`config.mk`:
```
export PLATFORM = sky130hd
export DESIGN_NAME = rcvr_ctlr_flat
export DESIGN_NICKNAME = d
export VERILOG_FILES = /design/src/rtl/rcvr_ctlr_if.sv /design/src/rtl/rcvr_ctlr.sv /design/src/flat_wrapper.sv
export SDC_FILE = /design/constraint.sdc
export NUM_CORES = 1
export LEC_CHECK = 0
export CAP_MARGIN = 10
export CORE_AREA = 4 4 71 100
export DETAILED_ROUTE_END_ITERATION = 16
export DIE_AREA = 0 0 75 104
export GPL_TIMING_DRIVEN = 0
export PLACE_DENSITY_LB_ADDON = 0.08
export REMOVE_ABC_BUFFERS = 1
export SYNTH_ARGS = -nofsm -noshare
export SYNTH_HDL_FRONTEND = slang
export SYNTH_SLANG_ARGS = --single-unit
```
`constraint.sdc`:
```
create_clock -name clock -period 5.1 [get_ports clock]
set_input_delay 1.02 -clock clock [delete_from_list [all_inputs] [get_ports clock]]
set_output_delay 1.02 -clock clock [all_outputs]
set_load 0.02 [all_outputs]
```
`src/rtl/rcvr_ctlr_if.sv`:
```
// rcvr_ctlr_if: bundles the serial-receiver handshake, the two-consumer grant bus and the
// FIFO status flags of rcvr_ctlr.
//   rx_ready/rx_overrun/rx_data : receiver -> controller
//   rx_reading                  : controller -> receiver acknowledge
//   req                         : consumer requests, bit i = consumer i
//   gnt/dout                    : one-hot grant pulse with the delivered byte
//   empty/full/lost             : registered FIFO status and sticky overrun flag
//   lost_cnt                    : saturating overrun count (only with RCVR_CTLR_STATS_EN)
// Modport slave is the controller side; modport master is the environment side.
interface rcvr_ctlr_if;
  logic       rx_ready;
  logic       rx_overrun;
  logic [7:0] rx_data;
  logic       rx_reading;
  logic [1:0] req;
  logic [1:0] gnt;
  logic [7:0] dout;
  logic       empty;
  logic       full;
  logic       lost;
`ifdef RCVR_CTLR_STATS_EN
  logic [7:0] lost_cnt;

  modport slave (
    input  rx_ready, rx_overrun, rx_data, req,
    output rx_reading, gnt, dout, empty, full, lost, lost_cnt
  );

  modport master (
    output rx_ready, rx_overrun, rx_data, req,
    input  rx_reading, gnt, dout, empty, full, lost, lost_cnt
  );
`else
  modport slave (
    input  rx_ready, rx_overrun, rx_data, req,
    output rx_reading, gnt, dout, empty, full, lost
  );

  modport master (
    output rx_ready, rx_overrun, rx_data, req,
    input  rx_reading, gnt, dout, empty, full, lost
  );
`endif
endinterface

```
`src/rtl/rcvr_ctlr.sv`:
```
// rcvr_ctlr: captures bytes from a serial receiver into a DEPTH-entry FIFO and delivers them
// to two consumers through a round-robin arbiter.
//   clock : single clock, rising edge
//   reset : synchronous, active-high
//   bus   : rcvr_ctlr_if.slave (receiver handshake, consumer requests/grants, status)
// Optional feature: define RCVR_CTLR_STATS_EN to add the saturating overrun counter
// bus.lost_cnt.
module rcvr_ctlr #(
  parameter int unsigned DEPTH = 4  // power of two, 2..16
) (
  input  logic         clock,
  input  logic         reset,
  rcvr_ctlr_if.slave   bus
);

  localparam int unsigned AW = $clog2(DEPTH);
  localparam logic [AW:0] FullCnt = (AW + 1)'(DEPTH);

  typedef enum logic [1:0] {StIdle, StRead, StSettle} state_e;

  state_e          state_q, state_d;
  logic [7:0]      mem_q [DEPTH];
  logic [AW-1:0]   wptr_q, rptr_q;
  logic [AW:0]     count_q, count_d;
  logic            empty_q, full_q, lost_q;
  logic [1:0]      gnt_q;
  logic [7:0]      dout_q;
  logic            prefer_q;  // consumer that wins a tie
  logic            push, pop, rx_reading;
  logic [1:0]      win;

  // Receiver-side FSM: capture in IDLE, acknowledge in READ, ignore rx_ready in SETTLE.
  always_comb begin
    state_d    = state_q;
    push       = 1'b0;
    rx_reading = 1'b0;
    unique case (state_q)
      StIdle: begin
        // Uses pre-edge full: a pop on the same edge does not open a slot for this push.
        if (bus.rx_ready && !full_q) begin
          push    = 1'b1;
          state_d = StRead;
        end
      end
      StRead: begin
        rx_reading = 1'b1;
        state_d    = StSettle;
      end
      StSettle: state_d = StIdle;
      default:  state_d = StIdle;
    endcase
  end

  // Consumer-side arbitration: a lone requester wins; on a tie the preferred one wins.
  always_comb begin
    pop = !empty_q && (bus.req != 2'b00);
    win = bus.req;
    if (bus.req == 2'b11) begin
      win = prefer_q ? 2'b10 : 2'b01;
    end
  end

  always_comb begin
    count_d = count_q;
    unique case ({push, pop})
      2'b10:   count_d = count_q + 1'b1;
      2'b01:   count_d = count_q - 1'b1;
      default: count_d = count_q;
    endcase
  end

  always_ff @(posedge clock) begin
    if (reset) begin
      state_q  <= StIdle;
      wptr_q   <= '0;
      rptr_q   <= '0;
      count_q  <= '0;
      empty_q  <= 1'b1;
      full_q   <= 1'b0;
      lost_q   <= 1'b0;
      gnt_q    <= 2'b00;
      dout_q   <= 8'h00;
      prefer_q <= 1'b0;
    end else begin
      state_q <= state_d;
      count_q <= count_d;
      empty_q <= (count_d == '0);
      full_q  <= (count_d == FullCnt);
      if (push) begin
        wptr_q <= wptr_q + 1'b1;
        if (bus.rx_overrun) begin
          lost_q <= 1'b1;
        end
      end
      if (pop) begin
        rptr_q   <= rptr_q + 1'b1;
        gnt_q    <= win;
        dout_q   <= mem_q[rptr_q];
        prefer_q <= ~win[1];  // the consumer not just granted is preferred next
      end else begin
        gnt_q <= 2'b00;
      end
    end
  end

  // Storage needs no reset: pointers and count define which entries are valid.
  always_ff @(posedge clock) begin
    if (!reset && push) begin
      mem_q[wptr_q] <= bus.rx_data;
    end
  end

`ifdef RCVR_CTLR_STATS_EN
  logic [7:0] lost_cnt_q;

  always_ff @(posedge clock) begin
    if (reset) begin
      lost_cnt_q <= 8'h00;
    end else if (push && bus.rx_overrun && (lost_cnt_q != 8'hFF)) begin
      lost_cnt_q <= lost_cnt_q + 8'h01;
    end
  end

  assign bus.lost_cnt = lost_cnt_q;
`endif

  assign bus.rx_reading = rx_reading;
  assign bus.gnt        = gnt_q;
  assign bus.dout       = dout_q;
  assign bus.empty      = empty_q;
  assign bus.full       = full_q;
  assign bus.lost       = lost_q;

endmodule

```
`src/flat_wrapper.sv`:
```
// flat-port wrapper written by rule: the top's interface ports become plain ports
module rcvr_ctlr_flat 
#(
  parameter int unsigned DEPTH = 4                        
)
  (clock, reset, bus_rx_ready, bus_rx_overrun, bus_rx_data, bus_req, bus_rx_reading, bus_gnt, bus_dout, bus_empty, bus_full, bus_lost);
  rcvr_ctlr_if bus_i ();
  input  logic clock;
  input  logic reset;
  input wire logic [$bits(bus_i.rx_ready)-1:0] bus_rx_ready;
  input wire logic [$bits(bus_i.rx_overrun)-1:0] bus_rx_overrun;
  input wire logic [$bits(bus_i.rx_data)-1:0] bus_rx_data;
  input wire logic [$bits(bus_i.req)-1:0] bus_req;
  output wire logic [$bits(bus_i.rx_reading)-1:0] bus_rx_reading;
  output wire logic [$bits(bus_i.gnt)-1:0] bus_gnt;
  output wire logic [$bits(bus_i.dout)-1:0] bus_dout;
  output wire logic [$bits(bus_i.empty)-1:0] bus_empty;
  output wire logic [$bits(bus_i.full)-1:0] bus_full;
  output wire logic [$bits(bus_i.lost)-1:0] bus_lost;
  assign bus_i.rx_ready = bus_rx_ready;
  assign bus_i.rx_overrun = bus_rx_overrun;
  assign bus_i.rx_data = bus_rx_data;
  assign bus_i.req = bus_req;
  assign bus_rx_reading = bus_i.rx_reading;
  assign bus_gnt = bus_i.gnt;
  assign bus_dout = bus_i.dout;
  assign bus_empty = bus_i.empty;
  assign bus_full = bus_i.full;
  assign bus_lost = bus_i.lost;
  rcvr_ctlr #(.DEPTH(DEPTH)) u_core (.clock(clock), .reset(reset), .bus(bus_i));
endmodule
```
==> insert_results.sql, run 1 <==
INSERT INTO impl_metrics (metric_group, metric, value, unit) VALUES
('power_and_ir_drop', 'cellInternalPower', '0.7756', 'mW'),
('logic_synthesis', 'postSynthCellCount', '147', ''),
('logic_synthesis', 'synth-async-reset-ratio', '0', '%'),
('logic_synthesis', 'synth_sequential_area_ratio', '67.10', '%'),
('drt', 'drt_iter0_drc', '48', ''),
('setup_path', 'worst-r2r-setup-slack', '2.13', 'ns'),
('final_layout', 'post_layout_nonfiller_instances', '249', ''),
('final_layout', 'post_route_cells_drive_above_1_share', '10.17', '%'),
('placement', 'gp_congestion', '0.7126', ''),
('grt', 'antenna_found_initial', '0', ''),
('grt', 'grt_pass1_wl', '6072', 'um'),
('drt', 'drt.antenna.violating_nets', '0', ''),
('placement', 'numPortBuffers', '27', ''),
('power_and_ir_drop', 'power.density', '431.4', 'nW/um^2'),
('logic_synthesis', 'yosysMostFrequentCell', 'sky130_fd_sc_hd__edfxtp_1', ''),
('power_and_ir_drop', 'clock_power_share', '22.3', '%'),
('logic_synthesis', 'yosys-top-cells-area', 'sky130_fd_sc_hd__edfxtp_1 45%, sky130_fd_sc_hd__dfxtp_1 22%, sky130_fd_sc_hd__mux4_2 8.5%', ''),
('logic_synthesis', 'synth.top_cells.by_count', '32 x sky130_fd_sc_hd__edfxtp_1, 23 x sky130_fd_sc_hd__dfxtp_1, 20 x sky130_fd_sc_hd__nand2_1', ''),
('drt', 'detail_route.vias_per_cell', '4.823', ''),
('placement', 'place_hpwl', '2782', 'um'),
('timing', 'final_critical_period', '4.019', 'ns'),
('logic_synthesis', 'synth-edff-count', '32', ''),
('power_and_ir_drop', 'max-vdd-ir-drop', '0.0001828', 'V'),
('grt', 'top_usage_layer', 'met2', ''),
('floorplan', 'ioPinCount', '28', ''),
('setup_path', 'path_max_fanout', '12', ''),
('logic_synthesis', 'synth_top_cell_area_share', '45.36', '%'),
('clocking', 'ctsRootBufferMaster', 'sky130_fd_sc_hd__clkbuf_8', ''),
('worst_hold_path', 'timing.hold.worst.class', 'reg2reg', ''),
('setup_path', 'critical_path.reg2reg.startpoint', 'u_core.bus.empty', ''),
('logic_synthesis', 'yosys.area.top_type', 'sky130_fd_sc_hd__edfxtp_1', ''),
('grt', 'largest_net_degree_at_the_start_of_global_routing', '23', ''),
('timing', 'worst_pin_slew', '0.8482', 'ns'),
('power_and_ir_drop', 'design_power_total', '1.096', 'mW'),
('clocking', 'setup_fix_bufs_post_cts', '0', ''),
('timing', 'max_clock_freq', '248.8', 'MHz'),
('logic_synthesis', 'synth_area_per_cell', '14.41', 'um^2'),
('floorplan', 'coreArea', '6168', 'um^2'),
('final_layout', 'num_antenna_cells', '0', ''),
('clocking', 'cts.htree.levels', '2', ''),
('floorplan', 'die_height', '104', 'um'),
('timing', 'slew_headroom', '43.34', '%'),
('setup_path', 'setup.worst_path.end', 'u_core.bus.full', ''),
('status', 'result_of_the_run', 'finished clean', ''),
('clocking', 'cts_resized', '0', ''),
('drt', 'drt_drc', '0', ''),
('placement', 'post-place-cells', '241', ''),
('setup_path', 'critPathLaunchType', 'input port', ''),
('logic_synthesis', 'ys.flop_type', 'sky130_fd_sc_hd__edfxtp_1', ''),
('drt', 'totalWireLength', '3806', 'um'),
('setup_path', 'worstPathArrival', '4.22', 'ns'),
('grt', 'grt.overflow.total', '0', ''),
('setup_path', 'crit_path_launch', 'bus_req[0]', ''),
('drt', 'drt-wirelength-per-cell', '15.29', 'um'),
('power_and_ir_drop', 'p_sw', '0.3207', 'mW'),
('setup_path', 'r2r_cells', '7', ''),
('logic_synthesis', 'postSynthRegisterBits', '55', ''),
('timing', 'timing.final.setup_violations', '0', ''),
('drt', 'first_pass_iters', '4', ''),
('power_and_ir_drop', 'combPwrFrac', '25.7', '%'),
('timing', 'hold_viol_final', '0', ''),
('setup_path', 'worstReg2RegEnd', 'u_core.bus.full', ''),
('timing', 'rsz0062_at_grt', 'no', ''),
('final_layout', 'final_net_count', '196', ''),
('timing', 'slew_viol_final', '0', ''),
('final_layout', 'finish.utilization', '41.20', '%'),
('clocking', 'postCtsHoldBufs', '0', ''),
('grt', 'gr-usage-met3', '2.611', '%'),
('setup_path', 'critical_path.endpoint_type', 'flop', ''),
('grt', 'grt_util_met2', '17.83', '%'),
('logic_synthesis', 'synth.yosys.warnings', '0', '');
how the worst min path moves through the flow:
stage | start | end | slack [ns] | depth (start not counted)
floorplan | u_core.prefer_q | u_core.bus.gnt[1] | 0.43 | 2
global placement | u_core.prefer_q | u_core.bus.gnt[1] | 0.45 | 2
detailed placement | u_core.bus.dout[3] | u_core.bus.dout[3] | 0.45 | 2
CTS | u_core.bus.dout[3] | u_core.bus.dout[3] | 0.47 | 2
global route | u_core.bus.dout[3] | u_core.bus.dout[3] | 0.48 | 2
finish | u_core.bus.dout[4] | u_core.bus.dout[4] | 0.46 | 2
cells in the final DEF, fill, tap and decap left out, types with 3 or more instances in the layout:
master                            count
sky130_fd_sc_hd__edfxtp_1            32
sky130_fd_sc_hd__clkdlybuf4s50_1     27
sky130_fd_sc_hd__dfxtp_1             23
sky130_fd_sc_hd__nand2_1             20
sky130_fd_sc_hd__a21oi_1             13
sky130_fd_sc_hd__mux4_2               8
sky130_fd_sc_hd__nor2_1               6
sky130_fd_sc_hd__clkbuf_8             6
sky130_fd_sc_hd__inv_1                5
sky130_fd_sc_hd__ha_1                 5
sky130_fd_sc_hd__and2_1               4
sky130_fd_sc_hd__nand2b_1             3
critical path, cell delays in order:
cell and delay [ns]:
sky130_fd_sc_hd__clkdlybuf4s50_1 0.45, sky130_fd_sc_hd__o21bai_1 0.70, sky130_fd_sc_hd__clkinv_1 0.50, sky130_fd_sc_hd__ha_1 0.37
sky130_fd_sc_hd__fa_1 0.40, sky130_fd_sc_hd__xnor2_1 0.14, sky130_fd_sc_hd__or3_1 0.35, sky130_fd_sc_hd__a211oi_1 0.29
stage by stage:
stage	setup WS, ns	hold slack (ns)
2_1_floorplan	1.755	0.4343
3_3_place_gp	0.8133	0.4486
3_5_place_dp	0.6894	0.4520
4_1_cts	1.006	0.4657
5_1_grt	0.8713	0.4832
6_report	1.081	0.4620
layer usage:
layer / share of wire [%] / wire, um
met5: 0 / 0
met4: 1.8 / 67
met3: 4.8 / 184
met1: 41 / 1545
met2: 53 / 2008
layout make-up:
cell class | instances | area [um^2]
fill | 579 | 3627
sequential | 55 | 1421
multi-input combinational | 81 | 645.6
timing repair buffer | 27 | 270.3
tap | 72 | 90.09
clock buffer | 7 | 86.33
inverter | 6 | 22.52
clock inverter | 1 | 5.005
power groups by stage:
| stage | clock network (mW) | registers, mW | logic (mW) |
|---|---|---|---|
| floorplan | 0 | 0.597 | 0.163 |
| global placement | 0 | 0.580 | 0.274 |
| detailed placement | 0 | 0.583 | 0.287 |
| CTS | 0.255 | 0.573 | 0.287 |
| global route | 0.271 | 0.581 | 0.314 |
| finish | 0.244 | 0.570 | 0.282 |
flip-flops by register name, indices dropped and copies added, names as in the netlist:
signal	flops
u_core.prefer_q	1
u_core.count_q	3
u_core.wptr_q	2
u_core.bus.gnt	2
u_core.rptr_q	2
u_core.bus.dout	8
u_core.bus.empty	1
u_core.state_q	2
u_core.mem_q	32
u_core.bus.lost	1
u_core.bus.full	1
kinds of logic (layout without fill, tap and decap cells):
group	after synthesis	count (layout)	share of synthesized area [%]
xor gates and xnor gates	2	2	0.8271
DFF	55	55	67.10
and+or+nand+nor	42	42	10.63
muxes	10	10	9.451
buffers and inverters	11	41	2.421
AOI/OAI and AO/OA	21	21	5.671
adders and majority gates	6	6	3.898
No activity file was read; power rests on OpenSTA's default activity.
==> inputs of run 2 (changes only) <==
==> constraint.sdc (replaced) <==
create_clock -name clock -period 3.9 [get_ports clock]
set_input_delay 0.78 -clock clock [delete_from_list [all_inputs] [get_ports clock]]
set_output_delay 0.78 -clock clock [all_outputs]
set_load 0.02 [all_outputs]
==> insert_results.sql, run 2 (synthesis gave the netlist of run 1 again) <==
INSERT INTO impl_metrics (metric_group, metric, value, unit) VALUES
('status', 'result_of_the_run', 'finished clean', ''),
('drt', 'detail_route.vias_per_cell', '4.819', ''),
('power_and_ir_drop', 'p_leak', '0.8590', 'nW'),
('floorplan', 'fp.dieW', '75', 'um'),
('final_layout', 'number_of_flip_flops_under_the_largest_register_name', '32', ''),
('power_and_ir_drop', 'max-vdd-ir-drop', '0.0002390', 'V'),
('clocking', 'max-clock-path-buffers', '2', ''),
('timing', 'final_critical_period', '3.404', 'ns'),
('setup_path', 'critPathLaunchType', 'input port', ''),
('clocking', 'tritoncts_clock_tree', 'done', ''),
('timing', 'final.period_utilization', '87.27', '%'),
('grt', 'grt.overflow.total', '0', ''),
('setup_path', 'worstPathArrival', '3.61', 'ns'),
('setup_path', 'critical_path.endpoint_type', 'flop', ''),
('grt', 'antenna_found_initial', '0', ''),
('drt', 'drt.antenna.violating_nets', '0', ''),
('grt', 'largest_net_degree_at_the_start_of_global_routing', '23', ''),
('setup_path', 'critical_path_class', 'in2reg', ''),
('drt', 'totalWireLength', '3814', 'um'),
('drt', 'drt_drc', '0', ''),
('final_layout', 'commonest_non_fill_non_tap_cell_in_the_layout', 'sky130_fd_sc_hd__edfxtp_1', ''),
('clocking', 'worst_setup_hold_path_clk_slew', '0.09', 'ns'),
('clocking', 'number_of_sinks_handled_by_clock_tree_synthesis', '55', ''),
('floorplan', 'ioPinCount', '28', ''),
('drt', 'first_pass_iters', '4', ''),
('timing', 'worst_pin_slew', '0.8211', 'ns'),
('setup_path', 'critical_path_required_time', '4.10', 'ns'),
('clocking', 'setup_fix_bufs_post_cts', '0', ''),
('timing', 'hold_viol_final', '0', ''),
('setup_path', 'cpLargestDelayFamily', 'buffers and inverters', ''),
('setup_path', 'worst-r2r-setup-slack', '1.21', 'ns'),
('setup_path', 'critical-path-max-stage-delay', '0.46', 'ns'),
('placement', 'numPortBuffers', '27', ''),
('setup_path', 'r2r_cells', '7', ''),
('setup_path', 'timing.critical_path.cells', 'clkdlybuf4s50_1, o21bai_2, clkinv_1, ha_1, fa_1, xnor2_1, or3_1, a211oi_1', ''),
('setup_path', 'crit_path_launch', 'bus_req[0]', ''),
('setup_path', 'worstReg2RegEnd', 'u_core.bus.full', ''),
('timing', 'clock-skew-final', '0.004470', 'ns'),
('drt', 'drt_iter0_drc', '53', ''),
('clocking', 'clkLatencyLatePin', '0.30', 'ns'),
('clocking', 'ctsRootBufferMaster', 'sky130_fd_sc_hd__clkbuf_8', ''),
('final_layout', 'num_antenna_cells', '0', ''),
('floorplan', 'initial_core_util', '34.34', '%'),
('clocking', 'postCtsHoldBufs', '0', ''),
('final_layout', 'final_net_count', '196', ''),
('worst_hold_path', 'timing.hold.worst.class', 'reg2reg', ''),
('timing', 'slew_headroom', '45.09', '%'),
('final_layout', 'area_growth', '20.14', '%'),
('placement', 'place_hpwl', '2782', 'um'),
('final_layout', 'top_register', 'u_core.mem_q', ''),
('grt', 'groute.usage.overall', '10.41', '%'),
('timing', 'timing.final.setup_violations', '0', ''),
('clocking', 'number_of_buffers_created_by_cts', '5', ''),
('power_and_ir_drop', 'design_power_total', '1.435', 'mW'),
('floorplan', 'die_height', '104', 'um'),
('setup_path', 'worst_path_max_delay_cell', 'sky130_fd_sc_hd__clkdlybuf4s50_1', ''),
('floorplan', 'num_rows', '34', ''),
('timing', 'max_clock_freq', '293.8', 'MHz'),
('drt', 'routed-via-count', '1200', ''),
('final_layout', 'final_cell_mix', '32 x sky130_fd_sc_hd__edfxtp_1, 27 x sky130_fd_sc_hd__clkdlybuf4s50_1, 23 x sky130_fd_sc_hd__dfxtp_1, 20 x sky130_fd_sc_hd__nand2_1, 13 x sky130_fd_sc_hd__a21oi_1', ''),
('final_layout', 'post_route_cells_drive_above_1_share', '10.73', '%'),
('clocking', 'cts.htree.levels', '2', ''),
('setup_path', 'worst-path-stages', '8', ''),
('placement', 'gp_congestion', '0.7126', ''),
('setup_path', 'setup.worst_path.end', 'u_core.bus.full', ''),
('grt', 'grt_pass1_wl', '6072', 'um'),
('setup_path', 'critical_path.reg2reg.startpoint', 'u_core.bus.empty', ''),
('job', 'max_cap_viol_count', '0', ''),
('timing', 'rsz0062_at_grt', 'no', ''),
('final_layout', 'postLayoutCellArea', '2545', 'um^2'),
('final_layout', 'fillers', '580', ''),
('floorplan', 'die_area', '7800', 'um^2'),
('placement', 'place_area', '2450', 'um^2'),
('setup_path', 'path_max_fanout', '12', ''),
('grt', 'first_global_vias', '1251', ''),
('floorplan', 'coreArea', '6168', 'um^2'),
('timing', 'slew_viol_final', '0', ''),
('drt', 'drt-wirelength-per-cell', '15.32', 'um'),
('power_and_ir_drop', 'power.density', '563.9', 'nW/um^2'),
('setup_path', 'timing.critical_path.buf_inv', '2', ''),
('worst_hold_path', 'hold-path-cell-count', '2', '');
[run 2: cell types whose count changed in the layout (fill, tap and decap cells not counted)]
cell	before	now
sky130_fd_sc_hd__o21bai_1	1	0
sky130_fd_sc_hd__o21bai_2	0	1
[run 2: report_power, final]
part           total (mW)  internal [mW]  switching, mW  leakage (nW)
logic               0.370          0.189          0.181         0.332
registers           0.745          0.683         0.0620         0.478
clock network       0.320          0.144          0.176        0.0482
[run 2: worst min-delay path by stage]
stage                             startpoint                 end  slack [ns]
final                     u_core.bus.dout[4]  u_core.bus.dout[4]        0.46
after global routing      u_core.bus.dout[3]  u_core.bus.dout[3]        0.48
after CTS                 u_core.bus.dout[3]  u_core.bus.dout[3]        0.47
after detailed placement  u_core.bus.dout[3]  u_core.bus.dout[3]        0.45
after global placement       u_core.prefer_q   u_core.bus.gnt[1]        0.45
after floorplan              u_core.prefer_q   u_core.bus.gnt[1]        0.43
[run 2: routing by layer]
metal,wire (um),up-vias,GRT usage [%]
met1,1542,578,11.88
li1,-,588,-
met4,67,0,4.326
met3,180,7,2.611
met2,2024,27,17.83
met5,0,-,0
[run 2: timing repair]
item | 4_1_cts | 5_1_grt
endpoints found under the setup margin | 0 | 2
hold endpoints to repair | 0 | 0
resized for setup | 0 | 1
[run 2: final cells by class]
class | instances | area (um^2) | area share, %
Tap cell | 72 | 90.09 | 3.540
Inverter | 6 | 22.52 | 0.8850
Clock buffer | 7 | 86.33 | 3.392
Timing Repair Buffer | 27 | 270.3 | 10.62
Sequential cell | 55 | 1421 | 55.85
Multi-Input combinational cell | 81 | 649.4 | 25.52
Clock inverter | 1 | 5.005 | 0.1967
[run 2: stage by stage]
step	cells	setup WS [ns]	util [%]	hold slack, ns	setup TNS, ns
6_report	249	0.4965	41.26	0.4630	0
5_1_grt	249	0.3090	41.26	0.4832	0
3_5_place_dp	241	-0.2706	39.72	0.4520	-0.5763
4_1_cts	249	0.04594	41.20	0.4657	0
2_1_floorplan	142	0.7947	-	0.4343	0
3_3_place_gp	241	-0.1467	39.72	0.4486	-0.2824
[run 2: worst register-to-register path, cell delays in order, from the launching register on]
cell,delay (ns)
sky130_fd_sc_hd__dfxtp_1,0.40
sky130_fd_sc_hd__o21bai_2,0.28
sky130_fd_sc_hd__clkinv_1,0.39
sky130_fd_sc_hd__ha_1,0.34
sky130_fd_sc_hd__fa_1,0.40
sky130_fd_sc_hd__xnor2_1,0.14
sky130_fd_sc_hd__or3_1,0.35
sky130_fd_sc_hd__a211oi_1,0.29
==> inputs of run 3 (changes only) <==
--- a/config.mk
+++ b/config.mk
@@ -6,9 +6,9 @@
 export NUM_CORES = 1
 export LEC_CHECK = 0
 export CAP_MARGIN = 10
-export CORE_AREA = 4 4 71 100
+export CORE_AREA = 2 2 69 98
 export DETAILED_ROUTE_END_ITERATION = 16
-export DIE_AREA = 0 0 75 104
+export DIE_AREA = 0 0 71 100
 export GPL_TIMING_DRIVEN = 0
 export PLACE_DENSITY_LB_ADDON = 0.08
 export REMOVE_ABC_BUFFERS = 1
==> insert_results.sql, run 3 (synthesis gave the netlist of run 1 again) <==
INSERT INTO impl_metrics (metric_group, metric, value, unit) VALUES
('status', 'result_of_the_run', 'finished clean', ''),
('clocking', 'tritoncts_clock_tree', 'done', ''),
('drt', 'drt_drc', '0', ''),
('setup_path', 'critPathLaunchType', 'input port', ''),
('grt', 'grt.overflow.total', '0', ''),
('floorplan', 'num_rows', '35', ''),
('timing', 'final.period_utilization', '86.79', '%'),
('placement', 'place_area', '2452', 'um^2'),
('power_and_ir_drop', 'cellInternalPower', '0.9974', 'mW'),
('grt', 'first_global_vias', '1297', ''),
('drt', 'drt-wirelength-per-cell', '14.75', 'um'),
('clocking', 'postCtsHoldBufs', '0', ''),
('clocking', 'worst_setup_hold_path_clk_slew', '0.10', 'ns'),
('grt', 'antenna_found_initial', '0', ''),
('floorplan', 'fp.dieW', '71', 'um'),
('placement', 'numPortBuffers', '27', ''),
('clocking', 'max-clock-path-buffers', '2', ''),
('final_layout', 'final_cell_mix', '32 x sky130_fd_sc_hd__edfxtp_1, 27 x sky130_fd_sc_hd__clkdlybuf4s50_1, 23 x sky130_fd_sc_hd__dfxtp_1, 20 x sky130_fd_sc_hd__nand2_1, 13 x sky130_fd_sc_hd__a21oi_1', ''),
('floorplan', 'ioPinCount', '28', ''),
('placement', 'pre_cts_slack', '-0.2426', 'ns'),
('grt', 'groute.usage.overall', '11.37', '%'),
('clocking', 'cts.htree.levels', '2', ''),
('drt', 'drt.antenna.violating_nets', '0', ''),
('floorplan', 'initial_core_util', '33.36', '%'),
('drt', 'totalWireLength', '3703', 'um'),
('final_layout', 'final_net_count', '196', ''),
('setup_path', 'critical_path_class', 'in2reg', ''),
('setup_path', 'critical-path-max-stage-delay', '0.47', 'ns'),
('floorplan', 'coreArea', '6350', 'um^2'),
('clocking', 'clkLatencyLatePin', '0.30', 'ns'),
('clocking', 'ctsRootBufferMaster', 'sky130_fd_sc_hd__clkbuf_8', ''),
('final_layout', 'number_of_flip_flops_under_the_largest_register_name', '32', ''),
('power_and_ir_drop', 'power.density', '555.4', 'nW/um^2'),
('setup_path', 'critical_path.endpoint_type', 'flop', ''),
('worst_hold_path', 'timing.hold.worst.class', 'reg2reg', ''),
('setup_path', 'worstPathArrival', '3.59', 'ns'),
('placement', 'gp_congestion', '0.7476', ''),
('setup_path', 'critical_path_required_time', '4.10', 'ns'),
('timing', 'hold_viol_final', '0', ''),
('final_layout', 'top_register', 'u_core.mem_q', ''),
('power_and_ir_drop', 'combPwrFrac', '26.0', '%'),
('floorplan', 'die_height', '100', 'um'),
('job', 'max_cap_viol_count', '0', ''),
('power_and_ir_drop', 'clock_power_share', '21.2', '%'),
('power_and_ir_drop', 'p_sw', '0.4141', 'mW'),
('timing', 'slew_viol_final', '0', ''),
('floorplan', 'die_area', '7100', 'um^2'),
('power_and_ir_drop', 'max-vdd-ir-drop', '0.0002263', 'V'),
('drt', 'routed-via-count', '1225', ''),
('timing', 'slew_headroom', '45.01', '%'),
('timing', 'timing.final.setup_violations', '0', ''),
('drt', 'first_pass_iters', '4', ''),
('setup_path', 'cpLargestDelayFamily', 'buffers and inverters', ''),
('power_and_ir_drop', 'p_leak', '0.8536', 'nW'),
('timing', 'max_clock_freq', '295.4', 'MHz'),
('drt', 'detail_route.vias_per_cell', '4.880', ''),
('timing', 'rsz0062_at_grt', 'no', ''),
('final_layout', 'post_route_cells_drive_above_1_share', '10.17', '%'),
('clocking', 'number_of_sinks_handled_by_clock_tree_synthesis', '55', ''),
('final_layout', 'area_growth', '19.96', '%'),
('final_layout', 'postLayoutCellArea', '2541', 'um^2'),
('placement', 'place_hpwl', '2683', 'um'),
('timing', 'final_critical_period', '3.385', 'ns'),
('setup_path', 'worst-r2r-setup-slack', '1.21', 'ns'),
('grt', 'grt_pass1_wl', '6189', 'um'),
('power_and_ir_drop', 'sw_share', '29.34', '%'),
('timing', 'post-route-worst-setup-slack', '0.5151', 'ns'),
('drt', 'drt_iter0_drc', '31', ''),
('clocking', 'number_of_buffers_created_by_cts', '5', ''),
('timing', 'worst_pin_slew', '0.8222', 'ns'),
('final_layout', 'commonest_non_fill_non_tap_cell_in_the_layout', 'sky130_fd_sc_hd__edfxtp_1', ''),
('setup_path', 'timing.critical_path.cells', 'clkdlybuf4s50_1, o21bai_2, clkinv_1, ha_1, fa_1, xnor2_1, or3_1, a31o_2', ''),
('final_layout', 'num_antenna_cells', '0', ''),
('power_and_ir_drop', 'seq_power_share', '52.8', '%'),
('timing', 'clock-skew-final', '0.01026', 'ns'),
('setup_path', 'worst_path_max_delay_cell', 'sky130_fd_sc_hd__clkdlybuf4s50_1', ''),
('setup_path', 'path_max_fanout', '12', ''),
('setup_path', 'timing.critical_path.buf_inv', '2', ''),
('grt', 'largest_net_degree_at_the_start_of_global_routing', '23', '');
## run 3: layout make-up
cell class,instances,area [um^2]
clock buffers,6,72.57
flip-flops and latches,55,1421
multi-input cells,81,649.4
fillers,580,3809
inverters,6,22.52
clock inverters,2,12.51
well taps,74,92.59
repair buffers,27,270.3
## run 3: metrics by stage
step | TNS (ns) | power (mW) | hold WS (ns) | std cells | util, %
3_3_place_gp | -0.2731 | 1.112 | 0.4490 | 243 | 38.62
6_report | 0 | 1.411 | 0.4626 | 251 | 40.02
2_1_floorplan | 0 | 0.9929 | 0.4343 | 142 | -
4_1_cts | 0 | 1.439 | 0.4686 | 251 | 39.96
5_1_grt | 0 | 1.504 | 0.4903 | 251 | 40.02
3_5_place_dp | -0.5774 | 1.136 | 0.4538 | 243 | 38.62
## run 3: power groups by stage
stage	registers, mW	clock network (mW)	logic, mW
after global placement	0.757	0	0.355
after detailed placement	0.764	0	0.372
after floorplan	0.780	0	0.213
final	0.746	0.299	0.367
after global routing	0.759	0.338	0.408
after CTS	0.750	0.316	0.373
## run 3: metal layers
metal / vias up / global-route usage [%] / share of wire, % / wire, um
li1: 591 / - / - / -
met1: 603 / 13.15 / 42 / 1543
met2: 25 / 20.27 / 53 / 1949
met3: 6 / 2.912 / 4.1 / 150
met4: 0 / 3.919 / 1.6 / 61
met5: - / 0 / 0 / 0
## run 3: worst min-delay path, stage by stage, from the launching register on
cell,delay (ns)
sky130_fd_sc_hd__dfxtp_1,0.32
sky130_fd_sc_hd__nand2_1,0.05
sky130_fd_sc_hd__a21oi_1,0.05
## run 3: path summary, 6_finish.rpt
kind / startpoint / depth (start not counted) / end
setup / recovery: bus_req[0] / 8 / u_core.bus.empty
hold / removal: u_core.bus.dout[1] / 2 / u_core.bus.dout[1]
setup reg to reg: u_core.bus.empty / 7 / u_core.bus.empty
hold reg to reg: u_core.bus.dout[1] / 2 / u_core.bus.dout[1]
## run 3: repair_timing
item / 4_1_cts / 5_1_grt
resized for setup: 0 / 1
setup buffers: 0 / 0
endpoints found under the setup margin: 0 / 3
